--- config.mk ---
export PLATFORM = sky130hd
export DESIGN_NAME = onehot_key_debouncer
export DESIGN_NICKNAME = d
export VERILOG_FILES = /design/src/rtl/onehot_key_debouncer.sv
export SDC_FILE = /design/constraint.sdc
export NUM_CORES = 1
export LEC_CHECK = 0
export ABC_AREA = 1
export BUFFER_PORTS_ARGS = -buffer_cell sky130_fd_sc_hd__clkbuf_2
export CAP_MARGIN = 20
export CORE_MARGIN = 10
export CORE_UTILIZATION = 35
export CTS_BUF_LIST = sky130_fd_sc_hd__clkbuf_2 sky130_fd_sc_hd__clkbuf_4 sky130_fd_sc_hd__clkbuf_8
export DETAILED_ROUTE_END_ITERATION = 8
export PLACE_DENSITY = 0.49
export RECOVER_POWER = 25
export SYNTH_ARGS = -nofsm -noshare
export SYNTH_HDL_FRONTEND = slang
export SYNTH_SLANG_ARGS = --single-unit
export TNS_END_PERCENT = 20
--- constraint.sdc ---
create_clock -name clk -period 3.64 [get_ports clk]
set_input_delay 1.092 -clock clk [delete_from_list [all_inputs] [get_ports clk]]
set_output_delay 1.092 -clock clk [all_outputs]
set_load 0.005 [all_outputs]
--- src/rtl/onehot_key_debouncer.sv ---
// Turns 8 raw, bouncy key lines into a clean registered one-hot code.
// Simultaneous presses are rejected and flagged instead of being passed on.
module onehot_key_debouncer #(
  parameter int DEBOUNCE_CYCLES = 16,
  parameter int CNT_W           = 5
) (
  input  logic       clk,
  input  logic       reset,
  input  logic [7:0] key_raw,
  output logic [7:0] key_onehot,
  output logic       key_valid,
  output logic       key_strobe,
  output logic       multi_err
);

  localparam logic [CNT_W-1:0] CNT_LAST = CNT_W'(DEBOUNCE_CYCLES - 1);
  localparam logic [CNT_W-1:0] CNT_ONE  = CNT_W'(1);

  typedef enum logic [1:0] {
    IDLE  = 2'd0,
    HELD  = 2'd1,
    MULTI = 2'd2
  } state_t;

  logic [7:0]       sync1;
  logic [7:0]       sync2;
  logic [7:0]       stable;
  logic [CNT_W-1:0] cnt [8];
  state_t           state;
  logic             stable_one;
  logic             stable_many;

  always_ff @(posedge clk or posedge reset) begin
    if (reset) begin
      sync1 <= 8'h00;
      sync2 <= 8'h00;
    end else begin
      sync1 <= key_raw;
      sync2 <= sync1;
    end
  end

  // A bit's debounced value flips only after a full run of consecutive disagreements.
  always_ff @(posedge clk or posedge reset) begin
    if (reset) begin
      stable <= 8'h00;
      for (int i = 0; i < 8; i++) begin
        cnt[i] <= '0;
      end
    end else begin
      for (int i = 0; i < 8; i++) begin
        if (sync2[i] == stable[i]) begin
          cnt[i] <= '0;
        end else if (cnt[i] == CNT_LAST) begin
          stable[i] <= sync2[i];
          cnt[i]    <= '0;
        end else begin
          cnt[i] <= cnt[i] + CNT_ONE;
        end
      end
    end
  end

  assign stable_one  = (stable != 8'h00) && ((stable & (stable - 8'd1)) == 8'h00);
  assign stable_many = (stable != 8'h00) && !stable_one;

  // In HELD, key_onehot doubles as the latched code being compared against.
  always_ff @(posedge clk or posedge reset) begin
    if (reset) begin
      state      <= IDLE;
      key_onehot <= 8'h00;
      key_valid  <= 1'b0;
      key_strobe <= 1'b0;
      multi_err  <= 1'b0;
    end else begin
      key_strobe <= 1'b0;
      case (state)
        IDLE: begin
          if (stable_one) begin
            state      <= HELD;
            key_onehot <= stable;
            key_valid  <= 1'b1;
            key_strobe <= 1'b1;
          end else if (stable_many) begin
            state     <= MULTI;
            multi_err <= 1'b1;
          end
        end
        HELD: begin
          if (stable == 8'h00) begin
            state      <= IDLE;
            key_onehot <= 8'h00;
            key_valid  <= 1'b0;
          end else if (stable != key_onehot) begin
            state      <= MULTI;
            key_onehot <= 8'h00;
            key_valid  <= 1'b0;
            multi_err  <= 1'b1;
          end
        end
        MULTI: begin
          if (stable == 8'h00) begin
            state     <= IDLE;
            multi_err <= 1'b0;
          end
        end
        default: begin
          state      <= IDLE;
          key_onehot <= 8'h00;
          key_valid  <= 1'b0;
          multi_err  <= 1'b0;
        end
      endcase
    end
  end

endmodule
==> results of run 1 <==
## cell type report
type | count | area [µm²] | share of cell area
inverter | 35 | 132.6 | 0.03614
multi-input combinational | 212 | 1147 | 0.3126
tap | 111 | 138.9 | 0.03785
sequential | 77 | 1927 | 0.5251
timing repair buffer | 22 | 126.4 | 0.03444
clock inverter | 7 | 73.82 | 0.02012
clock buffer | 9 | 123.9 | 0.03375
## cell usage in the layout, fill, tap and decap left out, types with 2 or more instances in the layout
cell and n:
a21oi_1 13, and3_1 8, clkbuf_2 19, clkbuf_8 9
clkinv_2 2, clkinvlp_4 4, dfrtp_1 77, ha_1 8
inv_1 28, inv_2 5, mux2_2 4, nand2_1 82
nand2_2 3, nand3_1 12, nor2_1 35, nor2_2 2
nor2_4 2, nor3_1 8, o21ai_0 8, o21ai_1 2
xnor2_1 12, xor2_1 8
## metrics by stage
| step | utilization | setup WS, ns |
|---|---|---|
| after global routing | 0.4010 | 1.581 |
| after detailed placement | 0.3795 | 1.737 |
| final | 0.4010 | 1.652 |
| after global placement | 0.3795 | 1.745 |
| after CTS | 0.4011 | 1.614 |
| after floorplan | - | 0.5813 |
## path summary, 6_finish.rpt
check	from	end	slack, ns	depth (start not counted)
setup / recovery	key_onehot[5]	key_onehot[5]	1.65	1
hold / removal	sync1[6]	sync2[6]	0.35	0
setup reg to reg	stable[1]	key_onehot[1]	2.02	7
hold reg to reg	sync1[6]	sync2[6]	0.35	0
max in group asynchronous	reset	cnt[26]	1.85	3
min in group asynchronous	reset	cnt[4]	0.95	2
## cell usage after synthesis, types with 2 or more instances
master / count / area, µm²
nor2_2: 2 / 12.51
and3_1: 8 / 50.05
o21ai_1: 2 / 10.01
o21ai_0: 8 / 40.04
xor2_1: 8 / 70.07
nand2_1: 82 / 307.8
nor2_1: 35 / 131.4
nand3_1: 12 / 60.06
nand2_2: 3 / 18.77
inv_2: 5 / 18.77
inv_1: 28 / 105.1
buf_6: 4 / 45.04
a21oi_1: 13 / 65.06
nor3_1: 8 / 40.04
dfrtp_1: 77 / 1927
ha_1: 8 / 100.1
xnor2_1: 12 / 105.1
nor2_4: 2 / 22.52
mux2_2: 4 / 45.04
## cell families after synthesis
kind of cell / after synthesis / share of synthesized area
buf+inv: 40 / 0.05608
simple gates: 156 / 0.2128
compound gates: 24 / 0.04111
fa+ha+maj: 8 / 0.03073
flops: 77 / 0.5916
xor+xnor: 20 / 0.05378
mux: 4 / 0.01383
## metal layers
layer	up-vias	share of wire	GRT usage
met4	0	0.0096	0.03253
met3	5	0.046	0.03903
met1	970	0.50	0.1209
met2	32	0.45	0.1440
met5	-	0	0
li1	1091	-	-
## registers in the layout, summed over array words and instances (netlist names)
signal,cells
stable,8
sync2,8
key_onehot,8
multi_err,1
key_strobe,1
state,2
cnt,40
sync1,8
key_valid,1
## where the power goes
group,switching (mW),leakage (nW),internal (mW),total [mW]
clock,0.321,0.0879,0.317,0.638
combinational,0.0867,0.810,0.0508,0.137
sequential,0.0270,1.02,0.897,0.924
total,0.434,1.91,1.27,1.70
==> flow_summary.json, run 1 <==
{
  "gp_congestion": 0.7615,
  "holdWs_ns": 0.3533,
  "hold_class": "flip-flop to flip-flop",
  "final.setup.tns_ns": 0,
  "rsz0062_at_grt": "false",
  "critPathRequiredTime_ns": 2.55,
  "dp_cells": 457,
  "ys.flop_type": "dfrtp_1",
  "drtIter0Drc": 119,
  "cp_num_buf_inv": 1,
  "cap_violations": 0,
  "power.total_mw": 1.700,
  "cts_setup_buffers": 0,
  "viasPerCell": 4.436,
  "cts_resized": 0,
  "place_hpwl_mm": 4.013,
  "grt_pass1_vias": 2140,
  "globalRouteTotalUtil": 0.09545,
  "hold_violations": 0,
  "setup_viol": 0,
  "dpl-instance-area_mm2": 0.003473,
  "outcome": "finished clean",
  "final_cell_area_mm2": 0.003670,
  "coreArea_mm2": 0.009153,
  "cp_max_fo": 3,
  "syn_inst": 329,
  "start_util": 0.3558,
  "antenna_found_initial": 0,
  "path_cells": "clkbuf_2",
  "drtPass1Iterations": 4,
  "end_kind": "output port",
  "vias": 2098,
  "dieHeight_um": 116.5,
  "clkLatencyLatePin_ns": 0.34,
  "critical-path-top-delay-family": "flip-flops",
  "die_w_um": 116.5,
  "cts_root_buf": "clkbuf_8",
  "rows": 35,
  "gr-total-overflow": 0,
  "final_cells": 473,
  "clock.fmax_ghz": 0.5029,
  "antennaDiodeCount": 0,
  "slew_headroom": 0.3458,
  "synth_area_mm2": 0.003257,
  "fin_crit_sh": 0.5463,
  "startpoint_type": "flip-flop",
  "io_buffers": 20,
  "grt_max_degree": 32,
  "cp_slowest_cell": "dfrtp_1",
  "area_delta_synth_final_pct": 12.68,
  "synthArstFlopShare": 1.000,
  "clk_pin_slew_ns": 0.08,
  "cts_buffer_depth": 2,
  "min_period_ns": 1.988,
  "num-fill-cells": 901,
  "drc": 0,
  "cellLeakagePower_nw": 1.914,
  "h-tree-depth": 3,
  "synth_edf_count": 0,
  "synth.avg_cell_area_um2": 9.899,
  "drive_above_1_share": 0.1602,
  "die-area_mm2": 0.01356,
  "numCtsBuffers": 9,
  "wl_per_cell_um": 11.68,
  "powerDensity_mw_per_mm2": 463.2,
  "yosys_warnings": 0,
  "cts_tree": "yes",
  "ir_worst_vdd_uv": 202.2,
  "finalClockSkew_ns": 0.01048,
  "ys_types": 27,
  "grt_pass1_wl_mm": 10.09,
  "ys_seq_area_frac": 0.5916,
  "clock-sinks": 77,
  "crit_arrival_ns": 0.90,
  "ctsHoldBuffers": 0,
  "synthesis.nets": 347,
  "drtAntennaViolNets": 0,
  "finalMaxSlewViolations": 0,
  "fin_nets": 375,
  "worst-slew-pin-transition_ns": 0.9803,
  "cpPeakStageDelay_ns": 0.42,
  "drt_wl_total_mm": 5.526,
  "synth-seq-cells": 77,
  "path_class": "flip-flop to output port",
  "ios": 21
}
Note: power is estimated with default switching activity, not from simulation.
==> inputs of run 2 (changes only) <==
--- a/config.mk
+++ b/config.mk
@@ -5,7 +5,7 @@
 export SDC_FILE = /design/constraint.sdc
 export NUM_CORES = 1
 export LEC_CHECK = 0
-export ABC_AREA = 1
+export ABC_AREA = 0
 export BUFFER_PORTS_ARGS = -buffer_cell sky130_fd_sc_hd__clkbuf_2
 export CAP_MARGIN = 20
 export CORE_MARGIN = 10
==> constraint.sdc (replaced) <==
create_clock -name clk -period 2 [get_ports clk]
set_input_delay 0.6 -clock clk [delete_from_list [all_inputs] [get_ports clk]]
set_output_delay 0.6 -clock clk [all_outputs]
set_load 0.005 [all_outputs]
==> run 2 against run 1 <==
Critical path type is now flip-flop to flip-flop. Highest routed layer unchanged. Sequential share of layout area is 3.4 points lower. Power up 91%. Flip-flop and latch count unchanged. Critical endpoint is now key_onehot[0]. Die area is 3.5% higher.
==> flow_summary.json, run 2 <==
{
  "rsz0062_at_grt": "false",
  "cp_slowest_cell": "nor4_4",
  "die_w_um": 118.5,
  "drt_wl_total_mm": 6.002,
  "mostFrequentLayoutCell": "dfrtp_1",
  "cap_violations": 0,
  "globalRouteTotalUtil": 0.09283,
  "startpoint_type": "flip-flop",
  "min_period_ns": 1.841,
  "r2r-start": "stable[1]",
  "grt_pass1_vias": 2216,
  "coreArea_mm2": 0.009328,
  "synthesis.nets": 312,
  "crit_arrival_ns": 2.07,
  "path_cells": "nor4_4 > a21boi_2 > a21oi_2 > nor3_4 > o21ai_0",
  "clock.fmax_ghz": 0.5431,
  "holdPathStages": 1,
  "clkLatencyLatePin_ns": 0.35,
  "seqPwrFrac": 0.512,
  "synth_edf_count": 0,
  "critical-path-top-delay-family": "simple AND/OR/NAND/NOR gates",
  "dieHeight_um": 118.5,
  "reg2reg_depth": 5,
  "hold_class": "primary input to flip-flop",
  "ir_worst_vdd_uv": 548.5,
  "cellLeakagePower_nw": 1.948,
  "p_comb_frac": 0.047,
  "ys_seq_area_frac": 0.5678,
  "io_buffers": 20,
  "cts_buffer_depth": 2,
  "critPathRequiredTime_ns": 2.23,
  "power.share.clock": 0.441,
  "yosys_warnings": 0,
  "holdWs_ns": 0.3428,
  "p_sw_frac": 0.2088,
  "finalClockSkew_ns": 0.009008,
  "fin_nets": 344,
  "hold_violations": 0,
  "gr-total-overflow": 0,
  "cpPeakStageDelay_ns": 0.47,
  "largest_reg_flops": 40,
  "power_switching_mw": 0.6782,
  "drtAntennaViolNets": 0,
  "path_class": "flip-flop to flip-flop",
  "cp_max_fo": 7,
  "clk_pin_slew_ns": 0.08,
  "ys_types": 47,
  "antennaDiodeCount": 0,
  "antenna_found_initial": 0,
  "place_hpwl_mm": 4.265,
  "wl_per_cell_um": 13.08,
  "worst-slew-pin-transition_ns": 1.016,
  "cts_setup_buffers": 0,
  "drc": 0,
  "gp_congestion": 0.8062,
  "rrSetupSlack_ns": 0.16,
  "vias": 2144,
  "synthArstFlopShare": 1.000,
  "ios": 21,
  "synthTopCellsByArea": "dfrtp_1 57%, xor2_1 6.2%, nor2_1 4.2%, ha_1 2.9%, mux2_2 2.7%",
  "cts_tree": "yes",
  "syn_inst": 294,
  "grt_pass1_wl_mm": 10.71,
  "final_cell_area_mm2": 0.003926,
  "outcome": "finished clean",
  "ctsHoldBuffers": 0,
  "start_util": 0.3638,
  "synth.avg_cell_area_um2": 11.54,
  "synthTopCellsByCount": "77 x dfrtp_1, 38 x nor2_1, 24 x xor2_1",
  "synth_top_area_cell": "dfrtp_1",
  "numCtsBuffers": 9,
  "drtPass1Iterations": 4,
  "fin_crit_sh": 0.9207,
  "die-area_mm2": 0.01403,
  "h-tree-depth": 3,
  "ys.flop_type": "dfrtp_1",
  "final.setup.tns_ns": 0,
  "powerDensity_mw_per_mm2": 827.3,
  "setup_viol": 0,
  "synth_top_area_frac": 0.5678,
  "reg2reg_to": "key_onehot[0]",
  "num-fill-cells": 904,
  "synth-seq-cells": 77,
  "clock-sinks": 77,
  "finalMaxSlewViolations": 0,
  "cp_num_buf_inv": 0,
  "regMostFlops": "cnt",
  "hold_start": "key_raw[5]",
  "area_delta_synth_final_pct": 15.71,
  "cts_root_buf": "clkbuf_8",
  "synth_most_common_cell": "dfrtp_1",
  "dpl-instance-area_mm2": 0.003694,
  "slew_headroom": 0.3225,
  "whs_endpoint": "sync1[5]",
  "drtIter0Drc": 89,
  "viasPerCell": 4.671,
  "rows": 35,
  "layout_common_cells": "77 x dfrtp_1, 38 x nor2_1, 24 x xor2_1",
  "grt_max_degree": 78,
  "end_kind": "flip-flop",
  "synth_area_mm2": 0.003393,
  "p_int_mw": 2.570,
  "drive_above_1_share": 0.2061
}
-- run 2: cell count changes in the layout (fill, tap and decap cells not counted), sizes merged, moves of 4 or more --
cell | before | now
inv | 34 | 7
mux2 | 4 | 8
a21oi | 13 | 4
buf | 2 | 11
a32oi | 0 | 4
nor3 | 8 | 4
o21ai | 10 | 16
nand2 | 86 | 15
a211o | 0 | 5
nand3 | 12 | 16
xnor2 | 12 | 8
and2 | 0 | 10
xor2 | 8 | 24
-- run 2: metrics by stage --
step | utilization | setup WS, ns | power, mW | cells
6_report | 0.4209 | 0.1586 | 3.248 | 459
5_1_grt | 0.4209 | 0.002444 | 3.422 | 459
4_1_cts | 0.4224 | 0.1365 | 3.318 | 459
3_5_place_dp | 0.3960 | 0.1450 | 1.858 | 444
3_3_place_gp | 0.3960 | 0.2055 | 1.857 | 444
2_1_floorplan | - | 0.3286 | 1.799 | 294
-- run 2: worst max path at each step --
stage	to	startpoint	slack, ns	depth (start not counted)
global route	key_onehot[0]	stable[2]	0.002	5
floorplan	key_onehot[2]	stable[1]	0.33	6
CTS	key_onehot[0]	stable[1]	0.14	5
global placement	key_onehot[3]	stable[1]	0.21	5
detailed placement	key_onehot[0]	stable[1]	0.15	5
finish	key_onehot[0]	stable[1]	0.16	5
-- run 2: area by class of cell --
type | count | area (µm²) | area share
Multi-Input combinational cell | 198 | 1369 | 0.3486
Tap cell | 129 | 161.4 | 0.04111
Timing Repair Buffer | 32 | 188.9 | 0.04812
Inverter | 8 | 33.78 | 0.008604
Clock buffer | 11 | 151.4 | 0.03856
Clock inverter | 4 | 95.09 | 0.02422
Sequential cell | 77 | 1927 | 0.4908
-- run 2: cell families after synthesis --
logic type	count (synthesis)	synth area share
simple gates	107	0.1659
flops	77	0.5678
compound gates	42	0.09587
xor+xnor	32	0.08260
buf+inv	19	0.02876
fa+ha+maj	9	0.03245
mux	8	0.02655
-- run 2: metal layers --
metal | GRT usage | vias up | part of all wire
met2 | 0.1384 | 23 | 0.45
met3 | 0.03475 | 10 | 0.037
met5 | 0 | - | 0
met1 | 0.1147 | 1041 | 0.49
met4 | 0.04809 | 0 | 0.023
li1 | - | 1070 | -
-- run 2: power by group through the flow --
stage	logic (mW)	registers (mW)	clock network [mW]
after CTS	0.165	1.66	1.49
after detailed placement	0.165	1.69	0
after global routing	0.184	1.67	1.57
final	0.153	1.66	1.43
after global placement	0.163	1.69	0
after floorplan	0.115	1.68	0
-- run 2: timing repair --
action	4_1_cts	5_1_grt
resized for setup	0	0
endpoints found under the setup margin	0	2
endpoints found under the hold margin	0	0
==> inputs of run 3 (changes only) <==
--- a/config.mk
+++ b/config.mk
@@ -10,7 +10,7 @@
 export CAP_MARGIN = 20
 export CORE_MARGIN = 10
 export CORE_UTILIZATION = 35
-export CTS_BUF_LIST = sky130_fd_sc_hd__clkbuf_2 sky130_fd_sc_hd__clkbuf_4 sky130_fd_sc_hd__clkbuf_8
+export CTS_BUF_LIST = sky130_fd_sc_hd__clkbuf_16
 export DETAILED_ROUTE_END_ITERATION = 8
 export PLACE_DENSITY = 0.49
 export RECOVER_POWER = 25
==> run 3 against run 2 <==
Combinational power about the same. Cell area is 2.1% higher. Flip-flop and latch count unchanged. Largest cell class unchanged. Die area unchanged. Power rose by 11%. Critical path depth did not move. Worst setup slack improved by 0.0052 ns. Sequential share of layout area fell by 1.0 points. Largest power group is now the clock network. Non-clock buffer count unchanged. Register-to-register slack hardly changed. Core utilization grew 0.87 points.
==> flow_summary.json, run 3 (synthesis results as in run 2) <==
{
  "critPathRequiredTime_ns": 2.20,
  "layout_common_cells": "77 x dfrtp_1, 38 x nor2_1, 24 x xor2_1",
  "drive_above_1_share": 0.2000,
  "cts_setup_buffers": 0,
  "dp_cells": 444,
  "cp_max_fo": 7,
  "regMostFlops": "cnt",
  "coreArea_mm2": 0.009328,
  "outcome": "finished clean",
  "antennaDiodeCount": 0,
  "grt_pass1_wl_mm": 10.83,
  "drtIter0Drc": 102,
  "ctsHoldBuffers": 0,
  "antenna_found_initial": 0,
  "area_delta_synth_final_pct": 18.10,
  "cts_root_buf": "clkbuf_16",
  "die-area_mm2": 0.01403,
  "worst-slew-pin-transition_ns": 1.010,
  "cts_buffer_depth": 2,
  "io_buffers": 20,
  "hold_start": "sync1[7]",
  "rsz0062_at_grt": "false",
  "hold_class": "flip-flop to flip-flop",
  "critPathLaunch": "stable[1]",
  "path_class": "flip-flop to flip-flop",
  "hold_violations": 0,
  "drtAntennaViolNets": 0,
  "largest_reg_flops": 40,
  "gp_congestion": 0.8062,
  "ios": 21,
  "cts_resized": 0,
  "grt_max_degree": 78,
  "ir_worst_vdd_uv": 672.5,
  "holdPathStages": 0,
  "final_cells": 459,
  "rows": 35,
  "gr-total-overflow": 0,
  "grt_pass1_vias": 2237,
  "h-tree-depth": 3,
  "wl_per_cell_um": 13.12,
  "min_period_ns": 1.836,
  "reg2reg_depth": 5,
  "slew_headroom": 0.3264,
  "clock.fmax_ghz": 0.5446,
  "place_hpwl_mm": 4.265,
  "cts_tree": "yes",
  "final.setup.tns_ns": 0,
  "drc": 0,
  "setup_viol": 0,
  "num-fill-cells": 893,
  "clk_pin_slew_ns": 0.06,
  "start_util": 0.3638,
  "cap_violations": 0,
  "vias": 2144,
  "cellLeakagePower_nw": 1.983,
  "fin_nets": 344,
  "crit_arrival_ns": 2.04,
  "mostFrequentLayoutCell": "dfrtp_1",
  "clock-sinks": 77,
  "drtPass1Iterations": 4,
  "numCtsBuffers": 9,
  "die_w_um": 118.5,
  "viasPerCell": 4.671,
  "drt_wl_total_mm": 6.021,
  "dieHeight_um": 118.5,
  "startpoint_type": "flip-flop",
  "fin_crit_sh": 0.9181,
  "finalClockSkew_ns": 0.006314,
  "globalRouteTotalUtil": 0.09394,
  "r2r-start": "stable[1]",
  "end_kind": "flip-flop",
  "powerDensity_mw_per_mm2": 902.4,
  "finalMaxSlewViolations": 0,
  "clkLatencyLatePin_ns": 0.33
}
==> run 3: per-layer routing <==
layer  track usage  vias up  routed length, µm
li1              -     1070                  -
met1        0.1162     1035               2873
met2        0.1394       30               2768
met3       0.03475        9                248
met4       0.05038        0                131
met5             0        -                  0
==> run 3: worst paths after layout <==
| kind | endpoint | slack, ns |
|---|---|---|
| hold reg to reg | sync2[7] | 0.35 |
| hold / removal | sync2[7] | 0.35 |
| max in group asynchronous | cnt[8] | 0.73 |
| setup reg to reg | key_onehot[0] | 0.16 |
| setup / recovery | key_onehot[0] | 0.16 |
| min in group asynchronous | cnt[36] | 0.63 |
==> run 3: report_power, final <==
group          switching (mW)  internal, mW  total, mW
logic                  0.0907        0.0629      0.154
registers              0.0444          1.62       1.67
clock network           0.597          1.20       1.80
==> run 3: area by class of cell <==
cell class | instances | area, µm² | share of cell area
Tap cell | 129 | 161.4 | 0.04027
Multi-Input combinational cell | 198 | 1369 | 0.3416
Clock buffer | 9 | 225.2 | 0.05620
Inverter | 8 | 33.78 | 0.008430
Sequential cell | 77 | 1927 | 0.4808
Clock inverter | 6 | 102.6 | 0.02560
Timing Repair Buffer | 32 | 188.9 | 0.04714
==> run 3: through the flow <==
step / area (µm²) / total power [mW] / setup WS (ns) / hold WS [ns] / util
after floorplan: 3397 / 1.799 / 0.3286 / 0.3312 / -
after global placement: 3694 / 1.857 / 0.2055 / 0.3340 / 0.3960
after detailed placement: 3694 / 1.858 / 0.1450 / 0.3347 / 0.3960
after CTS: 4021 / 3.684 / 0.1398 / 0.3469 / 0.4311
after global routing: 4008 / 3.792 / 0.009250 / 0.3535 / 0.4296
final: 4008 / 3.617 / 0.1638 / 0.3457 / 0.4296
==> run 3: critical path: stages (launching register included) <==
cell	delay, ns
dfrtp_1	0.40
nor4_4	0.47
a21boi_2	0.24
a21oi_2	0.10
nor3_4	0.33
o21ai_0	0.16
